`src/rtl/apb_cmd_master.sv`:
```
// apb_cmd_master: command FIFO feeding a two-phase APB requester with PREADY
// timeout; one response pulse per command, in command order.
`default_nettype none

module apb_cmd_master #(
    parameter int ADDR_WIDTH  = 7,
    parameter int PDATA_WIDTH = 32,
    parameter int COMP        = 4,
    parameter int FIFO_DEPTH  = 4,
    parameter int TIMEOUT     = 16,
    localparam int SEL_W      = (COMP > 1) ? $clog2(COMP) : 1
) (
    input  logic                   clk,
    input  logic                   rst,
    input  logic                   cmd_valid,
    output logic                   cmd_ready,
    input  logic                   cmd_write,
    input  logic [SEL_W-1:0]       cmd_sel,
    input  logic [ADDR_WIDTH-1:0]  cmd_addr,
    input  logic [PDATA_WIDTH-1:0] cmd_wdata,
    output logic                   rsp_valid,
    output logic                   rsp_write,
    output logic [PDATA_WIDTH-1:0] rsp_rdata,
    output logic                   rsp_err,
    output logic                   busy,
    output logic [COMP-1:0]        PSELx,
    output logic                   PENABLE,
    output logic                   PWRITE,
    output logic [ADDR_WIDTH-1:0]  PADDR,
    output logic [PDATA_WIDTH-1:0] PWDATA,
    input  logic                   PREADY,
    input  logic [PDATA_WIDTH-1:0] PRDATA
);

    localparam int PTR_W = (FIFO_DEPTH > 1) ? $clog2(FIFO_DEPTH) : 1;
    localparam int CNT_W = $clog2(FIFO_DEPTH + 1);
    localparam int TO_W  = $clog2(TIMEOUT + 1);

    typedef enum logic [1:0] {
        S_IDLE   = 2'd0,
        S_SETUP  = 2'd1,
        S_ACCESS = 2'd2
    } state_t;

    // ---------------- command FIFO ----------------
    logic                   mem_write [FIFO_DEPTH];
    logic [SEL_W-1:0]       mem_sel   [FIFO_DEPTH];
    logic [ADDR_WIDTH-1:0]  mem_addr  [FIFO_DEPTH];
    logic [PDATA_WIDTH-1:0] mem_wdata [FIFO_DEPTH];

    logic [PTR_W-1:0] wr_ptr, rd_ptr;
    logic [CNT_W-1:0] count;
    logic             full, empty, push, pop;

    assign full      = (count == CNT_W'(FIFO_DEPTH));
    assign empty     = (count == '0);
    assign cmd_ready = !full && !rst;
    assign push      = cmd_valid && cmd_ready;

    always_ff @(posedge clk) begin
        if (push) begin
            mem_write[wr_ptr] <= cmd_write;
            mem_sel[wr_ptr]   <= cmd_sel;
            mem_addr[wr_ptr]  <= cmd_addr;
            mem_wdata[wr_ptr] <= cmd_wdata;
        end
    end

    always_ff @(posedge clk or posedge rst) begin
        if (rst) begin
            wr_ptr <= '0;
            rd_ptr <= '0;
            count  <= '0;
        end else begin
            if (push) wr_ptr <= wr_ptr + PTR_W'(1);
            if (pop)  rd_ptr <= rd_ptr + PTR_W'(1);
            case ({push, pop})
                2'b10:   count <= count + CNT_W'(1);
                2'b01:   count <= count - CNT_W'(1);
                default: count <= count;
            endcase
        end
    end

    // ---------------- APB sequencer ----------------
    state_t                 state, state_nxt;
    logic [TO_W-1:0]        to_cnt, to_nxt;
    logic [COMP-1:0]        psel_nxt;
    logic                   penable_nxt, pwrite_nxt;
    logic [ADDR_WIDTH-1:0]  paddr_nxt;
    logic [PDATA_WIDTH-1:0] pwdata_nxt;
    logic                   rsp_valid_nxt, rsp_write_nxt, rsp_err_nxt;
    logic [PDATA_WIDTH-1:0] rsp_rdata_nxt;
    logic                   load, done;

    always_comb begin
        state_nxt     = state;
        to_nxt        = to_cnt;
        psel_nxt      = PSELx;
        penable_nxt   = PENABLE;
        pwrite_nxt    = PWRITE;
        paddr_nxt     = PADDR;
        pwdata_nxt    = PWDATA;
        rsp_valid_nxt = 1'b0;
        rsp_write_nxt = 1'b0;
        rsp_err_nxt   = 1'b0;
        rsp_rdata_nxt = '0;
        load          = 1'b0;
        done          = 1'b0;
        pop           = 1'b0;

        case (state)
            S_IDLE: begin
                if (!empty) load = 1'b1;
            end
            S_SETUP: begin
                penable_nxt = 1'b1;
                to_nxt      = '0;
                state_nxt   = S_ACCESS;
            end
            S_ACCESS: begin
                if (PREADY) begin
                    done          = 1'b1;
                    rsp_valid_nxt = 1'b1;
                    rsp_write_nxt = PWRITE;
                    rsp_rdata_nxt = PWRITE ? '0 : PRDATA;
                end else if (to_cnt == TO_W'(TIMEOUT - 1)) begin
                    done          = 1'b1;
                    rsp_valid_nxt = 1'b1;
                    rsp_write_nxt = PWRITE;
                    rsp_err_nxt   = 1'b1;
                end else begin
                    to_nxt = to_cnt + TO_W'(1);
                end
                if (done) begin
                    if (!empty) begin
                        load = 1'b1;
                    end else begin
                        state_nxt   = S_IDLE;
                        psel_nxt    = '0;
                        penable_nxt = 1'b0;
                    end
                end
            end
            default: state_nxt = S_IDLE;
        endcase

        // Head-of-FIFO launch is shared by IDLE and back-to-back completion
        if (load) begin
            pop         = 1'b1;
            state_nxt   = S_SETUP;
            penable_nxt = 1'b0;
            psel_nxt    = COMP'(1) << mem_sel[rd_ptr];
            pwrite_nxt  = mem_write[rd_ptr];
            paddr_nxt   = mem_addr[rd_ptr];
            pwdata_nxt  = mem_write[rd_ptr] ? mem_wdata[rd_ptr] : '0;
        end
    end

    always_ff @(posedge clk or posedge rst) begin
        if (rst) begin
            state     <= S_IDLE;
            to_cnt    <= '0;
            PSELx     <= '0;
            PENABLE   <= 1'b0;
            PWRITE    <= 1'b0;
            PADDR     <= '0;
            PWDATA    <= '0;
            rsp_valid <= 1'b0;
            rsp_write <= 1'b0;
            rsp_err   <= 1'b0;
            rsp_rdata <= '0;
        end else begin
            state     <= state_nxt;
            to_cnt    <= to_nxt;
            PSELx     <= psel_nxt;
            PENABLE   <= penable_nxt;
            PWRITE    <= pwrite_nxt;
            PADDR     <= paddr_nxt;
            PWDATA    <= pwdata_nxt;
            rsp_valid <= rsp_valid_nxt;
            rsp_write <= rsp_write_nxt;
            rsp_err   <= rsp_err_nxt;
            rsp_rdata <= rsp_rdata_nxt;
        end
    end

    assign busy = !empty || (state != S_IDLE);

endmodule

`default_nettype wire
```
`config.mk`:
```
export PLATFORM = sky130hd
export DESIGN_NAME = apb_cmd_master
export DESIGN_NICKNAME = d
export VERILOG_FILES = /design/src/rtl/apb_cmd_master.sv
export SDC_FILE = /design/constraint.sdc
export NUM_CORES = 1
export LEC_CHECK = 0
export ABC_CLOCK_PERIOD_IN_PS = 8440
export CAP_MARGIN = 5
export CORE_ASPECT_RATIO = 2
export CORE_MARGIN = 1
export CORE_UTILIZATION = 57
export DETAILED_ROUTE_END_ITERATION = 8
export MAX_ROUTING_LAYER = met4
export PLACE_DENSITY = 0.95
export SYNTH_ARGS = -nofsm -noshare
export SYNTH_HDL_FRONTEND = slang
export SYNTH_SLANG_ARGS = --single-unit
```
`constraint.sdc`:
```
create_clock -name clk -period 8.44 [get_ports clk]
set_clock_uncertainty 0.1 [all_clocks]
set_input_delay 2.11 -clock clk [delete_from_list [all_inputs] [get_ports clk]]
set_output_delay 2.11 -clock clk [all_outputs]
set_load 0.02 [all_outputs]
```
# --- After elaboration in Yosys (flattened, before gate mapping) ---
# Memory sizes are Yosys's and may differ from the RTL's. A register that Yosys moved wholly into a read port is not among the register bits.
# Index checks and enable logic that the tools add are counted.
classes:
  n_reduce_logical: 19
  n_shift: 1
  addsub: 5
  muxes: 35
  eq_ne: 11
ops:
  columns: ["cell", "n"]
  rows:
  - ["32-bit two-way mux", 4]
  - ["1-bit two-way mux", 17]
  - ["4-bit two-way mux", 4]
  - ["3-bit AND reduction", 4]
  - ["2-bit nonzero test", 6]
  - ["5-bit two-way mux", 2]
  - ["5-bit case mux with 2 select lines", 1]
  - ["2-bit two-way mux", 3]
  - ["2-bit != test, second input constant", 3]
  - ["3-bit != test, second input constant", 2]
  - ["2-bit case mux with 3 select lines", 1]
  - ["3-bit case mux with 2 select lines", 1]
  - ["5-bit by 1-bit adder with 5-bit output, second input constant", 1]
  - ["5-bit by 4-bit equality test with 1-bit output, second input constant", 1]
  - ["2-bit by 1-bit adder with 2-bit output, second input constant", 2]
  - ["2-bit by 1-bit equality test with 1-bit output, second input constant", 2]
  - ["2-bit equality test, second input constant", 2]
  - ["1-bit case mux with 2 select lines", 2]
  - ["1-bit by 2-bit left shift with 4-bit output, first input constant", 1]
  - ["3-bit by 1-bit adder with 3-bit output, second input constant", 1]
  - ["3-bit equality test, second input constant", 1]
  - ["1-bit zero test", 3]
  - ["3-bit zero test", 1]
  - ["3-bit nonzero test", 1]
  - ["4 further kinds", 5]
word_totals:
  n_memories: 4
  reg_bits: 87
  inputBits: 78
  output_inout_bits: 82
  ram_bits: 168
memory_table:
  columns: ["name", "depth", "word_bits", "read_ports", "rd_ports_with_merged_regs", "wr", "line", "source"]
  rows:
  - ["mem_wdata", 4, 32, 1, 0, 1, "49", "logic [PDATA_WIDTH-1:0] mem_wdata [FIFO_DEPTH];"]
  - ["mem_addr", 4, 7, 1, 1, 1, "48", "logic [ADDR_WIDTH-1:0] mem_addr [FIFO_DEPTH];"]
  - ["mem_sel", 4, 2, 1, 0, 1, "47", "logic [SEL_W-1:0] mem_sel [FIFO_DEPTH];"]
  - ["mem_write", 4, 1, 1, 0, 1, "46", "logic mem_write [FIFO_DEPTH];"]

# --- Logic depth before layout (Yosys ltp) ---
# Gate-level depths: netlist of run 1.
logic_depth:
  word_depth: 9
  ltp_mapped: 14
  ltp_nobuf: 12

# --- Least setup slack after synthesis of run 1 ---
# No wires, ideal clock.
synth_timing:
  path_type: "input to output"
  from: "in rst"
  to: "out cmd_ready"
  n_path_buf: 0
  slack_ps: 3780
  required_ps: 6230
  t_arrival_ps: 2450
  cell_stages: 1
  path_cell_list: "a21oi_1"
synth_between:
  elab_chain_cells: 2
synth_rtl:
  columns: ["element", "line", "source"]
  rows:
  - ["start: declaration", "14", "input logic rst,"]
  - ["1-bit zero test (no line)", null, null]
  - ["1-bit logical AND", "57", "assign cmd_ready = !full && !rst;"]
  - ["end: declaration", "16", "output logic cmd_ready,"]
# Every way passes these cells.

# --- Worst setup path after layout of run 1 ---
# Same ends and word-level chain as after synthesis.

==> metrics.md, run 1 <==
| Metric | Value |
|---|---|
| Num rows | `67` |
| Max-Cap Viols | `0` |
| Post-Route WL | `19.1 mm` |
| Root Driver | `clkbuf_16` |
| Post-route ant nets | `0` |
| CTS Buffer Depth | `3` |
| Gpl congestion | `0.718` |
| DR DRC count | `0` |
| Drt pass-1 iters | `4` |
| Layout cells sized above 1 | `0.149` |
| Most frequent cells in the layout | `edfxtp_1 (168), clkdlybuf4s50_1 (159), dfrtp_1 (92), mux4_2 (42), and2_1 (33)` |
| Final core utilization | `0.729` |
| Mapped Cells | `just under 500` |
| Commonest non-fill, non-tap cell in the layout | `edfxtp_1` |
| Largest family of logic cells by synthesized area | `multiplexers` |
| Clock sinks | `approximately 260` |
| Post-Synth Adder-Cell Area | `0.0112` |
| Clock Latency Late Sink | `roughly 0.5 ns` |
| Max Slew Vio Count | `0` |
| Antenna Cells | `0` |
| I/O pin count | `160` |
| Antenna violations before repair | `0` |
| Crit end category | `output pin` |
| # fillers | `approximately 990` |
| Dpl hpwl | `11.7 mm` |
| Port-buffer cells | `between 150 and 200` |
| Mux share of post-synthesis cell area | `0.112` |
| DP Worst Slack | `2.87 ns` |
| Final critical-path share of the clock period | `0.662` |
| CP peak stage delay | `just over 0.6 ns` |
| WP data required | `6.23 ns` |
| Startpoint Class | `primary input` |
| Synth Net Count | `about 570` |
| Wire per inst | `around 22 um` |
| Final hold vios | `0` |
| Post_cts resized | `0` |
| Slew HR | `0.224` |
| Outcome | `completed` |
| Die area | `~17,000 sq um` |
| CTS tree | `built` |
| XOR/XNOR Fraction of Synth Area | `0.00545` |
| All-Layer GR Usage | `0.230` |
| Cell family with most CP delay | `buffers and inverters` |
| Core box area | `16,700 sq um` |
| Main synth FF type | `edfxtp_1` |
| # hold bufs at CTS | `0` |
| Initial core utilization | `0.578` |
| Sum Neg Setup Slack | `0 ns` |
| Largest net degree at the start of global routing | `between 50 and 60` |
| Fmax | `~180 MHz` |
| YS warnings | `0` |
| R2R Setup Slk | `roughly 4.9 ns` |
| Crit path kind | `in2out` |
| Hold/Removal Path Class | `reg2reg` |
| Num CTS Buffers | `21` |
| GR Overflow Total | `0` |
| Synth unique cells | `42` |
| Synthesized area per cell | `~20 sq um` |
| Register area share after synthesis | `0.767` |
| Mapped cell area | `roughly 9600 sq um` |
| H-tree depth | `1` |
| Drt via density | `5.84` |
| Ys async rst share | `0.359` |
| Worst path bufs/invs | `2` |
| Most frequent CP cell | `clkdlybuf4s50_1` |
| EDFF count, synth | `168` |
| Final worst setup slack | `between 2 and 3 ns` |
| Synthesized flop and latch total | `approximately 260` |
| Critical path's slowest cell | `clkdlybuf4s50_1` |
| Initial DRC count | `around 310` |
| Simple-gate share of the synthesized area | `0.0440` |
| Tmin final | `~5.6 ns` |
| Post-CTS Setup Bufs | `0` |
| Crit path cell chain | `clkdlybuf4s50_1 -> a21oi_1 -> clkdlybuf4s50_1` |
| Die Span X | `94.0 um` |
| Pwr dens | `327 nW/um^2` |
| Worst slew pin tran | `approximately 1.2 ns` |
| # setup viols final | `0` |
| Peak VDD IR | `0.245 mV` |
| Layout area overhead | `26.1%` |
| First-pass GRT wire length | `roughly 29 mm` |
| Number of global-route vias before repair | `5,515` |
| Compound-Gate Fraction of Synth Area | `0.0438` |
| Pleak | `4.53 nW` |
| Worst Path Max Fanout | `3` |
| Worst-path clk slew | `0.07 ns` |
| Worst EP arrival | `~3.4 ns` |
| Unrepaired setup endpoints after global routing | `no` |
| Nets | `between 700 and 800` |
| DR vias | `between 5,000 and 6,000` |
| Die Y-Extent | `186 um` |
-- metrics by stage --
step                hold slack (ns)  std cells  power (mW)  cell area, sq um
floorplan                     0.356        483        2.53              9650
global placement              0.373        829        2.90             11400
detailed placement            0.382        829        2.98             11400
CTS                           0.407        866        4.01             12200
global route                  0.416        866        4.15             12200
finish                        0.402        866        3.98             12200
-- metal layers --
metal | up-vias | wire length [um] | GRT usage
li1 | 2204 | - | -
met3 | 47 | 902 | 0.0278
met4 | 0 | 587 | 0.0905
met5 | - | 0 | -
met2 | 198 | 10600 | 0.406
met1 | 2607 | 6940 | 0.264
-- cells in the mapped netlist, types with 2 or more instances --
cell	n	area, sq um
mux2i_1	2	20.0
a21o_1	2	15.0
inv_2	5	18.8
xor2_1	3	26.3
xnor2_1	3	26.3
buf_2	9	45.0
and2_1	37	231
ha_1	7	87.6
nor3b_1	2	15.0
or3_1	2	12.5
nor2b_1	4	25.0
mux2_1	8	90.1
inv_1	8	30.0
a32o_1	2	20.0
a22o_1	32	280
nand2b_1	2	12.5
nand2_1	2	7.51
clkbuf_1	13	48.8
o2bb2ai_1	5	43.8
nor4_1	2	12.5
mux4_2	42	946
nor2_1	4	15.0
dfrtp_1	94	2350
and3_1	2	12.5
a21oi_1	3	15.0
o21ai_1	3	15.0
edfxtp_1	168	5040
mux2_2	2	22.5
buf_6	2	22.5
-- power breakdown --
group | internal (mW) | switching [mW]
Sequential | 1.60 | 0.240
Clock | 0.608 | 0.427
Combinational | 0.592 | 0.512
Total | 2.80 | 1.18
-- worst register-to-register path, delay by kind of cell (launching register included) --
kind                     cells  cell delay, ns
XOR/XNOR                     2            0.30
AND/OR/NAND/NOR              4            0.95
adder cells (fa/ha/maj)      4            0.95
flip-flops                   1            0.43
buffers and inverters        3            0.72
-- state kept, by name (all words and copies together), names as in the netlist --
name	count
PADDR	7
PENABLE	1
PSELx	4
PWDATA	32
PWRITE	1
count	3
mem_addr	28
mem_sel	8
mem_wdata	128
mem_write	4
rd_ptr	2
rsp_err	1
rsp_rdata	32
rsp_valid	1
rsp_write	1
state	2
to_cnt	5
wr_ptr	2
-- worst paths after layout --
| check | startpoint | end | cells after the start |
|---|---|---|---|
| min in group asynchronous | rst | PSELx[0] | 2 |
| max in group asynchronous | rst | rd_ptr[0] | 3 |
| worst min-delay path | PSELx[2] | PSELx[2] | 1 |
| worst max-delay path | rst | cmd_ready | 3 |
| worst max register to register | to_cnt[0] | count[2] | 13 |
| worst min register to register | PSELx[2] | PSELx[2] | 1 |
-- cells by family (layout without fill, tap and decap cells) --
group,after synthesis,count (layout)
buffers and inverters,37,213
flip-flops,262,262
XOR/XNOR,6,6
AO/OA/AOI/OAI,51,51
multiplexers,54,54
adder cells (fa/ha/maj),8,8
AND/OR/NAND/NOR,65,65
-- final cells by class --
cell class | instances | area, sq um | share of cell area
Timing Repair Buffer | 163 | 1620 | 0.133
Clock inverter | 10 | 151 | 0.0124
Clock buffer | 27 | 578 | 0.0475
Sequential cell | 262 | 7400 | 0.608
Inverter | 13 | 51.3 | 0.00422
Tap cell | 207 | 259 | 0.0213
Multi-Input combinational cell | 184 | 2100 | 0.173
Note: power is estimated with default switching activity, not from simulation.
==> inputs of run 2 (changes only) <==
ABC_CLOCK_PERIOD_IN_PS = 5400   (was 8440)
CORE_UTILIZATION = 53   (was 57)
PLACE_DENSITY = 0.9   (was 0.95)
clock period = 5.4 ns   (was 8.44 ns; I/O delays follow)
==> metrics.md, run 2 (same netlist as run 1, synthesis figures left out) <==
| Metric | Value |
|---|---|
| DP Area | `~11,000 sq um` |
| Commonest non-fill, non-tap cell in the layout | `edfxtp_1` |
| Slew HR | `0.229` |
| Peak VDD IR | `0.350 mV` |
| Clock sinks | `approximately 260` |
| Drt via density | `5.75` |
| First-pass GRT wire length | `29.7 mm` |
| Clock Latency Late Sink | `roughly 0.49 ns` |
| Crit end category | `output pin` |
| CTS Buffer Depth | `3` |
| CTS tree | `built` |
| Pint | `4.38 mW` |
| Die Y-Extent | `between 150 and 200 um` |
| Root Driver | `clkbuf_16` |
| Final critical-path share of the clock period | `0.759` |
| Largest net degree at the start of global routing | `53` |
| Worst EP arrival | `2.65 ns` |
| Logic pwr share | `0.277` |
| Worst Path Max Fanout | `3` |
| Post-CTS Setup Bufs | `0` |
| Core box area | `between 15,000 and 20,000 sq um` |
| Pwr dens | `a little over 500 nW/um^2` |
| I/O pin count | `160` |
| Die Span X | `~97 um` |
| Hold/Removal Path Class | `reg2reg` |
| Final hold vios | `0` |
| Number of global-route vias before repair | `~5,500` |
| Biggest regs | `mem_wdata x128, PWDATA x32, rsp_rdata x32` |
| Num CTS Buffers | `21` |
| Worst slew pin tran | `approximately 1.2 ns` |
| Cell family with most CP delay | `buffers and inverters` |
| DR vias | `5,026` |
| Initial DRC count | `roughly 300` |
| Outcome | `completed` |
| Most frequent CP cell | `clkdlybuf4s50_1` |
| Critical path's slowest cell | `clkdlybuf4s50_1` |
| Worst-path clk slew | `~0.070 ns` |
| Wire per inst | `~22 um` |
| Max-Cap Viols | `0` |
| Most frequent cells in the layout | `edfxtp_1 (168), clkdlybuf4s50_1 (159), dfrtp_1 (92), mux4_2 (42), and2_1 (33)` |
| Pwr Total | `between 6 and 7 mW` |
| Sum Neg Setup Slack | `0 ns` |
| # setup viols final | `0` |
| Clock share of power | `0.262` |
| All-Layer GR Usage | `0.213` |
| Crit path cell chain | `clkdlybuf4s50_1 -> a21oi_1 -> clkdlybuf4s50_1` |
| Initial core utilization | `0.542` |
| Switch share | `0.296` |
| Fmax | `between 200 and 250 MHz` |
| Sequential Power Share | `0.461` |
| H-tree depth | `1` |
| Post-route ant nets | `0` |
| Die area | `approximately 19,000 sq um` |
| Most flop-heavy register | `mem_wdata` |
| Num rows | `around 70` |
| GR Overflow Total | `0` |
| Pleak | `4.52 nW` |
| Drt pass-1 iters | `6` |
| Post-Route WL | `19.3 mm` |
| Unrepaired setup endpoints after global routing | `no` |
| Max reg flops | `about 130` |
| Antenna violations before repair | `2` |
| Post_cts resized | `0` |
| Gpl congestion | `approximately 0.73` |
| WP data required | `3.95 ns` |
| P_sw | `~1.8 mW` |
| # fillers | `1,102` |
| Tmin final | `4.10 ns` |
| Startpoint Class | `primary input` |
| Max Slew Vio Count | `0` |
| Nets | `731` |
| Worst path bufs/invs | `2` |
| Fin area | `around 12,000 sq um` |
| Crit path kind | `in2out` |
| DR DRC count | `0` |
| Port-buffer cells | `approximately 160` |
| Layout area overhead | `26.3%` |
| # hold bufs at CTS | `0` |
| Layout cells sized above 1 | `0.149` |
| Dpl hpwl | `12.4 mm` |
| CP peak stage delay | `0.63 ns` |
[run 2: layout make-up]
cell class	instances	area (sq um)	area share
inverter	13	51.3	0.00421
sequential	262	7400	0.608
antenna	2	5.00	0.000411
multi-input combinational	184	2100	0.173
clock inverter	14	200	0.0164
clock buffer	23	533	0.0437
timing repair buffer	163	1620	0.133
tap	213	267	0.0219
[run 2: metal layers]
layer | global-route usage | wire (um)
met4 | 0.0888 | 653
met2 | 0.387 | 10800
met5 | - | 0
met3 | 0.0264 | 919
met1 | 0.237 | 6840
[run 2: path summary, 6_finish.rpt]
| path | startpoint | slack, ns | endpoint | cells after the start |
|---|---|---|---|---|
| max | rst | 1.30 | cmd_ready | 3 |
| min | to_cnt[4] | 0.40 | to_cnt[4] | 1 |
| max reg2reg | to_cnt[0] | 2.22 | count[2] | 12 |
| min reg2reg | to_cnt[4] | 0.40 | to_cnt[4] | 1 |
| max in group asynchronous | rst | 2.88 | PWDATA[25] | 3 |
| min in group asynchronous | rst | 1.30 | rsp_rdata[24] | 2 |
[run 2: stage by stage]
step	cells	setup slack, ns	hold slack, ns	util
after floorplan	483	1.50	0.356	-
after CTS	872	1.30	0.397	0.685
final	874	1.30	0.395	0.685
after global placement	835	1.37	0.376	0.644
after detailed placement	835	1.31	0.376	0.644
after global routing	874	1.27	0.410	0.685
[run 2: power groups by stage]
stage / combinational [mW] / sequential [mW] / clock (mW)
5_1_grt: 1.83 / 2.93 / 1.74
6_report: 1.72 / 2.87 / 1.63
2_1_floorplan: 1.09 / 2.86 / 0
3_3_place_gp: 1.66 / 2.89 / 0
4_1_cts: 1.75 / 2.89 / 1.66
3_5_place_dp: 1.73 / 2.92 / 0
